$ cat src/rtl/cache_pkg.sv
// rtl/cache_pkg.sv - shared state encoding and field-width helpers for the data cache
package cache_pkg;

  typedef enum logic [1:0] {
    IDLE,
    FILL,
    WRITE
  } state_e;

  localparam int OFFSET_W    = 2;
  localparam int BLOCK_WORDS = 4;

  function automatic int index_width(input int num_lines);
    return $clog2(num_lines);
  endfunction

  function automatic int tag_width(input int add_w, input int num_lines);
    return add_w - $clog2(num_lines) - OFFSET_W;
  endfunction

endpackage

$ cat src/rtl/cache_if.sv
// rtl/cache_if.sv - CPU data port and main-memory port bundle (slave = controller side)
interface cache_if #(
  parameter int ADD_WIDTH  = 10,
  parameter int DATA_WIDTH = 32
) ();

  logic                    cpu_read;
  logic                    cpu_write;
  logic [ADD_WIDTH-1:0]    cpu_add;
  logic [DATA_WIDTH-1:0]   cpu_write_data;
  logic [DATA_WIDTH-1:0]   cpu_read_data;
  logic                    stall;
  logic                    mem_read;
  logic                    mem_write;
  logic [ADD_WIDTH-1:0]    mem_add;
  logic [DATA_WIDTH-1:0]   mem_write_data;
  logic [4*DATA_WIDTH-1:0] mem_read_data;
  logic                    ready_to_read;
  logic                    finished_writing;

  modport slave (
    input  cpu_read, cpu_write, cpu_add, cpu_write_data,
    input  mem_read_data, ready_to_read, finished_writing,
    output cpu_read_data, stall,
    output mem_read, mem_write, mem_add, mem_write_data
  );

  modport master (
    output cpu_read, cpu_write, cpu_add, cpu_write_data,
    output mem_read_data, ready_to_read, finished_writing,
    input  cpu_read_data, stall,
    input  mem_read, mem_write, mem_add, mem_write_data
  );

endinterface

$ cat src/rtl/cache_line_store.sv
// rtl/cache_line_store.sv - tag/valid/data arrays: one combinational read port, line fill, word write
module cache_line_store
  import cache_pkg::*;
#(
  parameter int DATA_WIDTH = 32,
  parameter int NUM_LINES  = 32,
  parameter int TAG_W      = 3
) (
  input  logic                          clk,
  input  logic                          rst,
  input  logic [$clog2(NUM_LINES)-1:0]  index_i,
  input  logic [OFFSET_W-1:0]           offset_i,
  input  logic [TAG_W-1:0]              tag_i,
  input  logic                          fill_en_i,
  input  logic [BLOCK_WORDS*DATA_WIDTH-1:0] fill_block_i,
  input  logic                          word_en_i,
  input  logic [DATA_WIDTH-1:0]         word_data_i,
  output logic                          valid_o,
  output logic [TAG_W-1:0]              tag_o,
  output logic [DATA_WIDTH-1:0]         word_o
);

  logic [NUM_LINES-1:0]  valid_q;
  logic [TAG_W-1:0]      tag_q  [NUM_LINES];
  logic [DATA_WIDTH-1:0] data_q [NUM_LINES][BLOCK_WORDS];

  assign valid_o = valid_q[index_i];
  assign tag_o   = tag_q[index_i];
  assign word_o  = data_q[index_i][offset_i];

  always_ff @(posedge clk) begin
    if (rst) begin
      valid_q <= '0;
    end else if (fill_en_i) begin
      valid_q[index_i] <= 1'b1;
      tag_q[index_i]   <= tag_i;
    end
  end

  // Data needs no reset: an invalid line is never reported as a hit.
  always_ff @(posedge clk) begin
    if (fill_en_i) begin
      for (int w = 0; w < BLOCK_WORDS; w++) begin
        data_q[index_i][w] <= fill_block_i[w*DATA_WIDTH +: DATA_WIDTH];
      end
    end else if (word_en_i) begin
      data_q[index_i][offset_i] <= word_data_i;
    end
  end

endmodule

$ cat src/rtl/cache_controller.sv
// rtl/cache_controller.sv - direct-mapped write-through no-allocate data cache; CACHE_STATS_EN adds hit/miss counters
module cache_controller
  import cache_pkg::*;
#(
  parameter int ADD_WIDTH  = 10,
  parameter int DATA_WIDTH = 32,
  parameter int NUM_LINES  = 32
) (
  input  logic        clk,
  input  logic        rst,
`ifdef CACHE_STATS_EN
  output logic [31:0] hit_count,
  output logic [31:0] miss_count,
`endif
  cache_if.slave      bus
);

  localparam int INDEX_W = index_width(NUM_LINES);
  localparam int TAG_W   = tag_width(ADD_WIDTH, NUM_LINES);

  state_e                state_q;
  logic                  first_q;
  logic [ADD_WIDTH-1:0]  mem_add_q;
  logic [DATA_WIDTH-1:0] mem_write_data_q;

  logic [ADD_WIDTH-1:0]  lookup_add;
  logic [INDEX_W-1:0]    lookup_index;
  logic [TAG_W-1:0]      lookup_tag;
  logic [OFFSET_W-1:0]   lookup_offset;
  logic                  line_valid;
  logic [TAG_W-1:0]      line_tag;
  logic [DATA_WIDTH-1:0] line_word;
  logic                  hit;
  logic                  fill_done;
  logic                  write_done;

  // Outside IDLE the latched memory address selects the line, so the CPU bus is not trusted.
  assign lookup_add    = (state_q == IDLE) ? bus.cpu_add : mem_add_q;
  assign lookup_index  = lookup_add[OFFSET_W +: INDEX_W];
  assign lookup_tag    = lookup_add[ADD_WIDTH-1 -: TAG_W];
  assign lookup_offset = lookup_add[OFFSET_W-1:0];
  assign hit           = line_valid && (line_tag == lookup_tag);

  // The completion flag is ignored on the first cycle of a transfer: it may be left over.
  assign fill_done  = (state_q == FILL)  && !first_q && bus.ready_to_read;
  assign write_done = (state_q == WRITE) && !first_q && bus.finished_writing;

  cache_line_store #(
    .DATA_WIDTH(DATA_WIDTH),
    .NUM_LINES (NUM_LINES),
    .TAG_W     (TAG_W)
  ) u_store (
    .clk         (clk),
    .rst         (rst),
    .index_i     (lookup_index),
    .offset_i    (lookup_offset),
    .tag_i       (lookup_tag),
    .fill_en_i   (fill_done && !rst),
    .fill_block_i(bus.mem_read_data),
    .word_en_i   (write_done && hit && !rst),
    .word_data_i (mem_write_data_q),
    .valid_o     (line_valid),
    .tag_o       (line_tag),
    .word_o      (line_word)
  );

  always_comb begin
    bus.stall          = 1'b0;
    bus.cpu_read_data  = '0;
    bus.mem_read       = 1'b0;
    bus.mem_write      = 1'b0;
    bus.mem_add        = mem_add_q;
    bus.mem_write_data = mem_write_data_q;
    case (state_q)
      IDLE: begin
        if (bus.cpu_write) begin
          bus.stall = 1'b1;
        end else if (bus.cpu_read) begin
          if (hit) bus.cpu_read_data = line_word;
          else     bus.stall         = 1'b1;
        end
      end
      FILL: begin
        bus.stall    = 1'b1;
        bus.mem_read = !fill_done;
      end
      WRITE: begin
        bus.stall     = !write_done;
        bus.mem_write = !write_done;
      end
      default: ;
    endcase
  end

`ifdef CACHE_STATS_EN
  logic [31:0] hit_count_q;
  logic [31:0] miss_count_q;
  assign hit_count  = hit_count_q;
  assign miss_count = miss_count_q;
`endif

  always_ff @(posedge clk) begin
    if (rst) begin
      state_q          <= IDLE;
      first_q          <= 1'b0;
      mem_add_q        <= '0;
      mem_write_data_q <= '0;
`ifdef CACHE_STATS_EN
      hit_count_q      <= '0;
      miss_count_q     <= '0;
`endif
    end else begin
      case (state_q)
        IDLE: begin
          first_q <= 1'b1;
          if (bus.cpu_write) begin
            state_q          <= WRITE;
            mem_add_q        <= bus.cpu_add;
            mem_write_data_q <= bus.cpu_write_data;
          end else if (bus.cpu_read && !hit) begin
            state_q   <= FILL;
            mem_add_q <= {bus.cpu_add[ADD_WIDTH-1:OFFSET_W], {OFFSET_W{1'b0}}};
`ifdef CACHE_STATS_EN
            miss_count_q <= miss_count_q + 32'd1;
`endif
          end
`ifdef CACHE_STATS_EN
          else if (bus.cpu_read) begin
            hit_count_q <= hit_count_q + 32'd1;
          end
`endif
        end
        FILL: begin
          first_q <= 1'b0;
          if (fill_done) begin
            state_q   <= IDLE;
            mem_add_q <= '0;
          end
        end
        WRITE: begin
          first_q <= 1'b0;
          if (write_done) begin
            state_q          <= IDLE;
            mem_add_q        <= '0;
            mem_write_data_q <= '0;
          end
        end
        default: state_q <= IDLE;
      endcase
    end
  end

endmodule

$ cat src/flat_wrapper.sv
// flat-port wrapper written by rule: the top's interface ports become plain ports
module cache_controller_flat import cache_pkg::*;
#(
  parameter int ADD_WIDTH  = 10,
  parameter int DATA_WIDTH = 32,
  parameter int NUM_LINES  = 32
)
  (clk, rst, bus_cpu_read, bus_cpu_write, bus_cpu_add, bus_cpu_write_data, bus_mem_read_data, bus_ready_to_read, bus_finished_writing, bus_cpu_read_data, bus_stall, bus_mem_read, bus_mem_write, bus_mem_add, bus_mem_write_data);
  cache_if #(.ADD_WIDTH(ADD_WIDTH), .DATA_WIDTH(DATA_WIDTH)) bus_i ();
  input  logic clk;
  input  logic rst;
  input wire logic [$bits(bus_i.cpu_read)-1:0] bus_cpu_read;
  input wire logic [$bits(bus_i.cpu_write)-1:0] bus_cpu_write;
  input wire logic [$bits(bus_i.cpu_add)-1:0] bus_cpu_add;
  input wire logic [$bits(bus_i.cpu_write_data)-1:0] bus_cpu_write_data;
  input wire logic [$bits(bus_i.mem_read_data)-1:0] bus_mem_read_data;
  input wire logic [$bits(bus_i.ready_to_read)-1:0] bus_ready_to_read;
  input wire logic [$bits(bus_i.finished_writing)-1:0] bus_finished_writing;
  output wire logic [$bits(bus_i.cpu_read_data)-1:0] bus_cpu_read_data;
  output wire logic [$bits(bus_i.stall)-1:0] bus_stall;
  output wire logic [$bits(bus_i.mem_read)-1:0] bus_mem_read;
  output wire logic [$bits(bus_i.mem_write)-1:0] bus_mem_write;
  output wire logic [$bits(bus_i.mem_add)-1:0] bus_mem_add;
  output wire logic [$bits(bus_i.mem_write_data)-1:0] bus_mem_write_data;
  assign bus_i.cpu_read = bus_cpu_read;
  assign bus_i.cpu_write = bus_cpu_write;
  assign bus_i.cpu_add = bus_cpu_add;
  assign bus_i.cpu_write_data = bus_cpu_write_data;
  assign bus_i.mem_read_data = bus_mem_read_data;
  assign bus_i.ready_to_read = bus_ready_to_read;
  assign bus_i.finished_writing = bus_finished_writing;
  assign bus_cpu_read_data = bus_i.cpu_read_data;
  assign bus_stall = bus_i.stall;
  assign bus_mem_read = bus_i.mem_read;
  assign bus_mem_write = bus_i.mem_write;
  assign bus_mem_add = bus_i.mem_add;
  assign bus_mem_write_data = bus_i.mem_write_data;
  cache_controller #(.ADD_WIDTH(ADD_WIDTH), .DATA_WIDTH(DATA_WIDTH), .NUM_LINES(NUM_LINES)) u_core (.clk(clk), .rst(rst), .bus(bus_i));
endmodule
$ cat config.mk
export PLATFORM = sky130hd
export DESIGN_NAME = cache_controller_flat
export DESIGN_NICKNAME = d
export VERILOG_FILES = /design/src/rtl/cache_pkg.sv /design/src/rtl/cache_if.sv /design/src/rtl/cache_line_store.sv /design/src/rtl/cache_controller.sv /design/src/flat_wrapper.sv
export SDC_FILE = /design/constraint.sdc
export NUM_CORES = 2
export LEC_CHECK = 0
export BUFFER_PORTS_ARGS = -buffer_cell sky130_fd_sc_hd__buf_2
export CAP_MARGIN = 25
export CORE_UTILIZATION = 45
export DETAILED_ROUTE_END_ITERATION = 6
export GPL_ROUTABILITY_DRIVEN = 0
export GPL_TIMING_DRIVEN = 1
export HOLD_SLACK_MARGIN = 0.1
export PLACE_DENSITY = 0.6
export REMOVE_ABC_BUFFERS = 1
export SLEW_MARGIN = 5
export SYNTH_ARGS = -nofsm -noshare
export SYNTH_HDL_FRONTEND = slang
export SYNTH_MEMORY_MAX_BITS = 65536
export SYNTH_SLANG_ARGS = --single-unit
$ cat constraint.sdc
create_clock -name clk -period 7.6 [get_ports clk]
set_input_delay 0.38 -clock clk [delete_from_list [all_inputs] [get_ports clk]]
set_output_delay 0.38 -clock clk [all_outputs]
set_load 0.05 [all_outputs]
After elaboration in Yosys (flattened, before gate mapping) --
Memories as Yosys holds them, arrays and structs flattened. Index checks and enable logic that the tools add are counted.
Storage, ports and cells: flip-flop bits (word level) 77, bits in writable memories 4192, bits of input ports 176, output and inout port bits 77, logic and storage cells 341, memories 2
Cells by class: order comparisons 4, eq/ne operators 7, muxes and demuxes 169, bitwise gates (word level) 130, reductions and logical operators 24
Memory list:
- u_core.u_store.data_q | depth 32, bits a word 128, rd ports 1, clocked after memory_dff 0, wr ports 1, RTL line cache_line_store.sv:25 | logic [DATA_WIDTH-1:0] data_q [NUM_LINES][BLOCK_WORDS];
- u_core.u_store.tag_q | depth 32, bits a word 3, rd ports 1, clocked after memory_dff 0, wr ports 1, RTL line cache_line_store.sv:24 | logic [TAG_W-1:0] tag_q [NUM_LINES];
Operators by type and width (count):
- $mux 32 | 9
- $mux 1 | 141
- $mux 128 | 1
- $or 1x1->1 | 128
- $bmux 32 s2 | 1
- $demux 32 s2 | 1
- $pmux 32 s2 | 1
- $mux 10 | 5
- $or 32x32->32 | 1
- $pmux 10 s3 | 1
- $logic_and 1x1->1 | 11
- $mux 2 | 4
- $lt 5x6->1 const B | 1
- $pmux 2 s3 | 1
- $reduce_and 3->1 | 2
- $bmux 1 s5 | 1
- $demux 1 s5 | 1
- $ge 5x1->1 const B | 1
- $logic_not 1->1 | 5
- $ne 2x1->1 const B | 2
- $reduce_and 4->1 | 1
- $reduce_bool 2->1 | 2
- $eq 3x3->1 | 1
- $ge 3x3->1 const B | 1
- other kinds (11) | 11

Logic depth before layout (Yosys ltp) --
depth after elaboration 11, depth in mapped cells 20, gate-level depth less buffers 11

Cells and area by module --
Synthesis repeated with hierarchy kept, for this count alone.
Unflattened totals: cells, all modules 8698, area, all modules 164756.8 um2
Modules (own cells, without submodules):
- cache_line_store | instances 1, cells each 8414, area each 162404.5 um2, seq. area each 126521.3 um2
- cache_controller | instances 1, cells each 284, area each 2352.3 um2, seq. area each 900.9 um2

Worst setup path after synthesis --
No wires, ideal clock.
path kind register to register, start point register u_core.mem_add_q[2], in the netlist u_core.bus.mem_add[2], end point memory u_core.u_store.data_q[0][0] (netlist bit), enable pin, setup time 0.461 ns, data arrival time 5.457 ns, data required time 7.139 ns, path slack 1.682 ns, stages on the path, launching flop included 13, buffers on the path 3, clock period less this slack 5.918 ns, cells stage by stage dfxtp_1 > clkbuf_2 > mux2_2 > buf_6 > mux4_2 > nor2_1 > or4_1 > or3_1 > a21o_2 > nor4_4 > nor2_1 > clkbuf_1 > nor3_1
Between the ends: word-level cells in the longest chain between the ends 10, elaborated cells on any way between the ends 12, those cells by class eq/ne: 1; mux: 6; bitwise: 1; reduce/logical: 3; memory: 1
RTL lines:
- start: declaration | RTL line cache_controller.sv:23 | logic [ADD_WIDTH-1:0] mem_add_q;
- start signal: assignment | RTL line cache_controller.sv:118 | mem_add_q <= bus.cpu_add;
- start signal: assignment | RTL line cache_controller.sv:122 | mem_add_q <= {bus.cpu_add[ADD_WIDTH-1:OFFSET_W], {OFFSET_W{1'b0}}};
- $mux 10 (*) | RTL line cache_controller.sv:38 | assign lookup_add = (state_q == IDLE) ? bus.cpu_add : mem_add_q;
- $mem_v2 32x3 or $bmux 1 s5 (tied branches)
- $eq 3x3->1 or $mux 1 (tied branches) | RTL line cache_controller.sv:42, cache_line_store.sv:27
- $logic_and 1x1->1 | RTL line cache_controller.sv:42 | assign hit = line_valid && (line_tag == lookup_tag);
- $logic_and 1x1->1 (2 in series) | RTL line cache_controller.sv:60 | .word_en_i (write_done && hit && !rst),
- $mux 1 | RTL line cache_line_store.sv:46 | end else if (word_en_i) begin
- $mux 1 | RTL line cache_line_store.sv:42 | if (fill_en_i) begin
- $mux 128 (not written as such) | RTL line cache_line_store.sv:47 | data_q[index_i][offset_i] <= word_data_i;
- $or 1x1->1 (no line)
- end: declaration | RTL line cache_line_store.sv:25
Mark *: on every way between the ends. The rest lies on a longest branch, timed or not. The select of a mux whose other input is x is not followed.

Worst setup path after layout --
start point register u_core.state_q[0], end point output port bus_cpu_read_data[0]
Between the ends: word-level cells in the longest chain between the ends 10, elaborated cells on any way between the ends 16, those cells by class eq/ne: 1; mux: 10; bitwise: 1; reduce/logical: 2; memory: 2
RTL lines:
- start: declaration | RTL line cache_controller.sv:21 | state_e state_q;
- start signal: assignment | RTL line cache_controller.sv:104 | state_q <= IDLE;
- start signal: assignment | RTL line cache_controller.sv:117 | state_q <= WRITE;
- start signal: assignment | RTL line cache_controller.sv:121 | state_q <= FILL;
- $logic_not 2->1 (*) | RTL line cache_controller.sv:38, cache_controller.sv:74
- $mux 10 | RTL line cache_controller.sv:38
- $mem_v2 32x128 or $not 2->3 (tied branches)
- $bmux 32 s2 | RTL line cache_line_store.sv:29 | assign word_o = data_q[index_i][offset_i];
- $mux 32 (not written as such) (2 in series) | RTL line cache_line_store.sv:29
- $mux 32 | RTL line cache_controller.sv:79 | if (hit) bus.cpu_read_data = line_word;
- $mux 32 | RTL line cache_controller.sv:78 | end else if (bus.cpu_read) begin
- $mux 32 | RTL line cache_controller.sv:76 | if (bus.cpu_write) begin
- $mux 32 (*) | RTL line cache_controller.sv:74 | case (state_q)
- end: declaration | RTL line flat_wrapper.sv:19 | output wire logic [$bits(bus_i.cpu_read_data)-1:0] bus_cpu_read_data;
Marked as above.

==> qor.tcl <==
set qor(outcome) {completed}
set qor(critPathKind) {reg -> out}
set qor(drt_initial_violations) 16362
set qor(synth_top_family_by_area) {simple AND/OR/NAND/NOR gates}
set qor(setup_violations) 0
set qor(holdCritStartpoint) {rst}
set qor(cts_sinks) 4269
set qor(fp.dieArea_um2) 380000
set qor(p_seq_share_pct) 45.2
set qor(timing.hold.worst.class) {in -> reg}
set qor(post-synth-top-area-cell) {edfxtp_1}
set qor(net_switching_power_of_the_design_mw) 17.2
set qor(postCtsSetupBuffers) 0
set qor(holdWs_ns) 0.157
set qor(crit_path_end_kind) {primary output}
set qor(maxSlewHeadroom_pct) 15.7
set qor(globalRouteTotalUtil_pct) 29.2
set qor(hold_violations) 0
set qor(synthDominantCellAreaShare_pct) 74.1
set qor(switching_share_pct) 29.7
set qor(grt_start_max_net_pins) 179
set qor(crit_path_top_delay_cell) {mux2i_4}
set qor(worstPathCellList) {inv_1, ha_2, mux2i_4, buf_12, buf_12, nand2_1, and3_1, a31oi_1, o22ai_1, nor4_1, buf_4, a211oi_1, buf_4, nor3b_1, buf_4, buf_2}
set qor(synth_xor_xnor_area_share_pct) 0.0192
set qor(period_share_pct) 96.7
set qor(hpwlAfterDp_um) 315000
set qor(critical_path.startpoint_type) {register}
set qor(synth_sequential_area_ratio_pct) 75.0
set qor(whs_endpoint) {u_core.bus.mem_write_data[22]$_SDFFE_PP0P_}
set qor(post_route_ant_nets) 0
set qor(via_per_inst) 6.13
set qor(critPathMaxFanout) 178
set qor(max_freq_mhz) 136
set qor(yosys_most_used_dff) {edfxtp_1}
set qor(layout_commonest_cell) {edfxtp_1}
set qor(cts_tree) {built}
set qor(dr.pass1.iters) 6
set qor(cellInternalPower_mw) 40.7
set qor(num-nets-final) 13378
set qor(std_cell_rows) 225
set qor(tightestPinTransition_ns) 1.25
set qor(worst_endpoint_required_time_ns) 7.22
set qor(pwr-share-clk_pct) 35.5
set qor(ys_warn_count) 0
set qor(final-max-slew-violation-count) 0
set qor(power_mw) 57.9
set qor(comb_power_share_pct) 19.3
set qor(preCtsSetupSlack_ns) 1.36
set qor(fin_setup_tns_ns) 0
set qor(post_route_cells_drive_above_1_share_pct) 12.2
set qor(fillerInstances) 31265
set qor(synth.ff_latch_count) 4269
set qor(core_area_um2) 376000
set qor(initial_antenna_violation_count) 69
set qor(cp_top_family) {buffers and inverters}
set qor(gr-total-overflow) 0
set qor(cell_count_after_synthesis) 12939
set qor(layout_min_cycle_time_ns) 7.35
set qor(synth_fa_ha_area_share_pct) 0.0295
set qor(r2r-end) {u_core.u_store.data_q[21][69]$_DFFE_PP_}
set qor(peakVddDrop_v) 0.000222
set qor(area_growth_syn_to_layout_pct) 13.7
set qor(cts.reportedPaths.clkPinSlew_ns) 0.06
set qor(most-common-layout-cells) {4192 x edfxtp_1, 4142 x nand2_1, 769 x and3_1}
set qor(async_reset_ff_share_pct) 0
set qor(synth_compound_gate_area_share_pct) 5.84
set qor(number_of_ports_placed_on_the_die_boundary) 253
set qor(finalNonFillerCells) 18644
set qor(h-tree-depth) 5
set qor(worst_ep_arrival_time_ns) 6.97
set qor(detail_route.drc_violations) 0
set qor(first_pass_grt_wire_length_um) 792000
set qor(clockRootBuffer) {clkbuf_16}
set qor(static-leakage-power_nw) 66.8
set qor(cell_area_power_density_nw_per_um2) 300
set qor(finalClockSkew_ns) 0.0480
set qor(grt_pass1_vias) 107035
set qor(place_inst) 17712
set qor(critical_path.most_common_cell) {buf_4}
set qor(avgSynthCellArea_um2) 13.1
set qor(rsz0062_at_grt) {no}
set qor(die_h_um) 616
set qor(worst-path-buf-inv) 7
set qor(start_util_pct) 45.2
set qor(placement.io_buffers) 252
set qor(synth_simple_gate_area_share_pct) 15.3
set qor(worst_skew_pair.late_latency_ns) 0.99
set qor(final.setup.worst_slack_ns) 0.254
set qor(r2r_cells) 13
set qor(synth.area.mux_share_pct) 1.49
set qor(wire_per_inst_um) 30.5
set qor(totalWireLength_um) 569000
set qor(reg2reg_setup_slack_ns) 1.26
set qor(ctsLongestPathBuffers) 4
set qor(worst_hold_path.num_cells) 3
set qor(timing.max_cap.violations) 0
set qor(ys_top_cells_by_area) {edfxtp_1 74%, nand2_1 9.2%, a31oi_1 2.8%}
set qor(worst_path_largest_cell_delay_ns) 0.95
set qor(synth_edf_count) 4192
set qor(yosys.cell_types.count) 74
set qor(cts_buffers) 425
set qor(routed-via-count) 114285
set qor(chipWidth_um) 616
set qor(netlist_area_um2) 170000
set qor(startpoint_of_the_lowest_slack_register_to_register_path) {u_core.state_q[0]$_SDFFE_PP0P_}
-- per-stage QoR --
stage / area (um^2) / util, %
floorplan: 166000 / -
global placement: 179000 / 47.6
detailed placement: 179000 / 47.6
CTS: 193000 / 51.3
global route: 193000 / 51.4
finish: 193000 / 51.4
-- final cells by class --
type                    count  area [um^2]  area share (%)
diodes                     97          243           0.126
repair buffers            751         5850            3.03
clock buffers             521        11100            5.77
inverters                  40          150          0.0778
flip-flops and latches   4269       127000            66.0
clock inverters           261         2290            1.19
well taps                4994         6250            3.24
multi-input cells        7711        39700            20.6
-- synth_stat cells, types with 11 or more instances --
library cell	instances
o21bai_1	20
mux2_2	103
or4_1	36
buf_2	278
dfxtp_1	77
nand3_1	523
mux2_1	36
nor2_1	62
mux4_2	30
o22ai_1	401
and2_1	31
mux2i_1	29
nand2_1	4142
nor3_1	137
nand3b_1	33
buf_1	191
clkbuf_1	437
inv_1	40
a311oi_1	28
nor4_1	120
and3_1	769
a21oi_1	277
a2111oi_0	30
a31oi_1	769
edfxtp_1	4192
buf_4	11
-- tightest hold or removal path: stages --
cell and delay (ns):
buf_4 0.13, buf_4 0.36, a21oi_1 0.21
-- worst max path at each step --
stage | slack [ns] | start | endpoint | depth (start not counted)
final | 0.25 | u_core.state_q[0]$_SDFFE_PP0P_ | bus_cpu_read_data[0] | 16
after global routing | 0.18 | u_core.state_q[0]$_SDFFE_PP0P_ | bus_cpu_read_data[4] | 13
after CTS | 0.31 | u_core.state_q[0]$_SDFFE_PP0P_ | bus_cpu_read_data[11] | 14
after detailed placement | 1.36 | u_core.state_q[0]$_SDFFE_PP0P_ | bus_cpu_read_data[11] | 14
after global placement | 1.33 | u_core.state_q[1]$_SDFFE_PP0P_ | u_core.u_store.data_q[9][74]$_DFFE_PP_ | 13
after floorplan | -78.95 | u_core.state_q[0]$_SDFFE_PP0P_ | u_core.u_store.data_q[10][0]$_DFFE_PP_ | 11
-- kinds of logic (layout without fill, tap and decap cells) --
group	count (synthesis)	in the layout
buf+inv	959	1573
compound gates	1594	1594
flops	4269	4269
xor+xnor	2	2
other cells	0	97
simple gates	5913	5913
fa+ha+maj	4	4
mux	198	198
-- registers in the layout (all words and copies together) (netlist names) --
register                   flops
u_core.bus.mem_add            10
u_core.first_q                 1
u_core.u_store.data_q       4096
u_core.u_store.tag_q          96
u_core.u_store.valid_q        32
u_core.state_q                 2
u_core.bus.mem_write_data     32
-- repair_timing --
item,in CTS,in global routing
hold buffers,45,1
endpoints found under the setup margin,0,1
endpoints found under the hold margin,44,1
resized for setup,0,1
-- layer usage --
layer  global-route usage (%)  vias up  part of all wire, %
met3                     5.99     1144                   11
met5                        0        -                0.018
met4                     15.9       16                  5.4
met2                     44.6     6822                   46
met1                     39.2    57926                   38
li1                         -    48377                    -
-- power by group through the flow --
stage	Combinational [mW]	Sequential (mW)	Clock [mW]
5_1_grt	11.7	26.1	21.6
3_5_place_dp	10.9	26.7	0
2_1_floorplan	9.90	26.6	0
3_3_place_gp	10.6	26.7	0
4_1_cts	10.9	26.2	20.7
6_report	11.2	26.2	20.6
No activity file was read; power rests on OpenSTA's default activity.
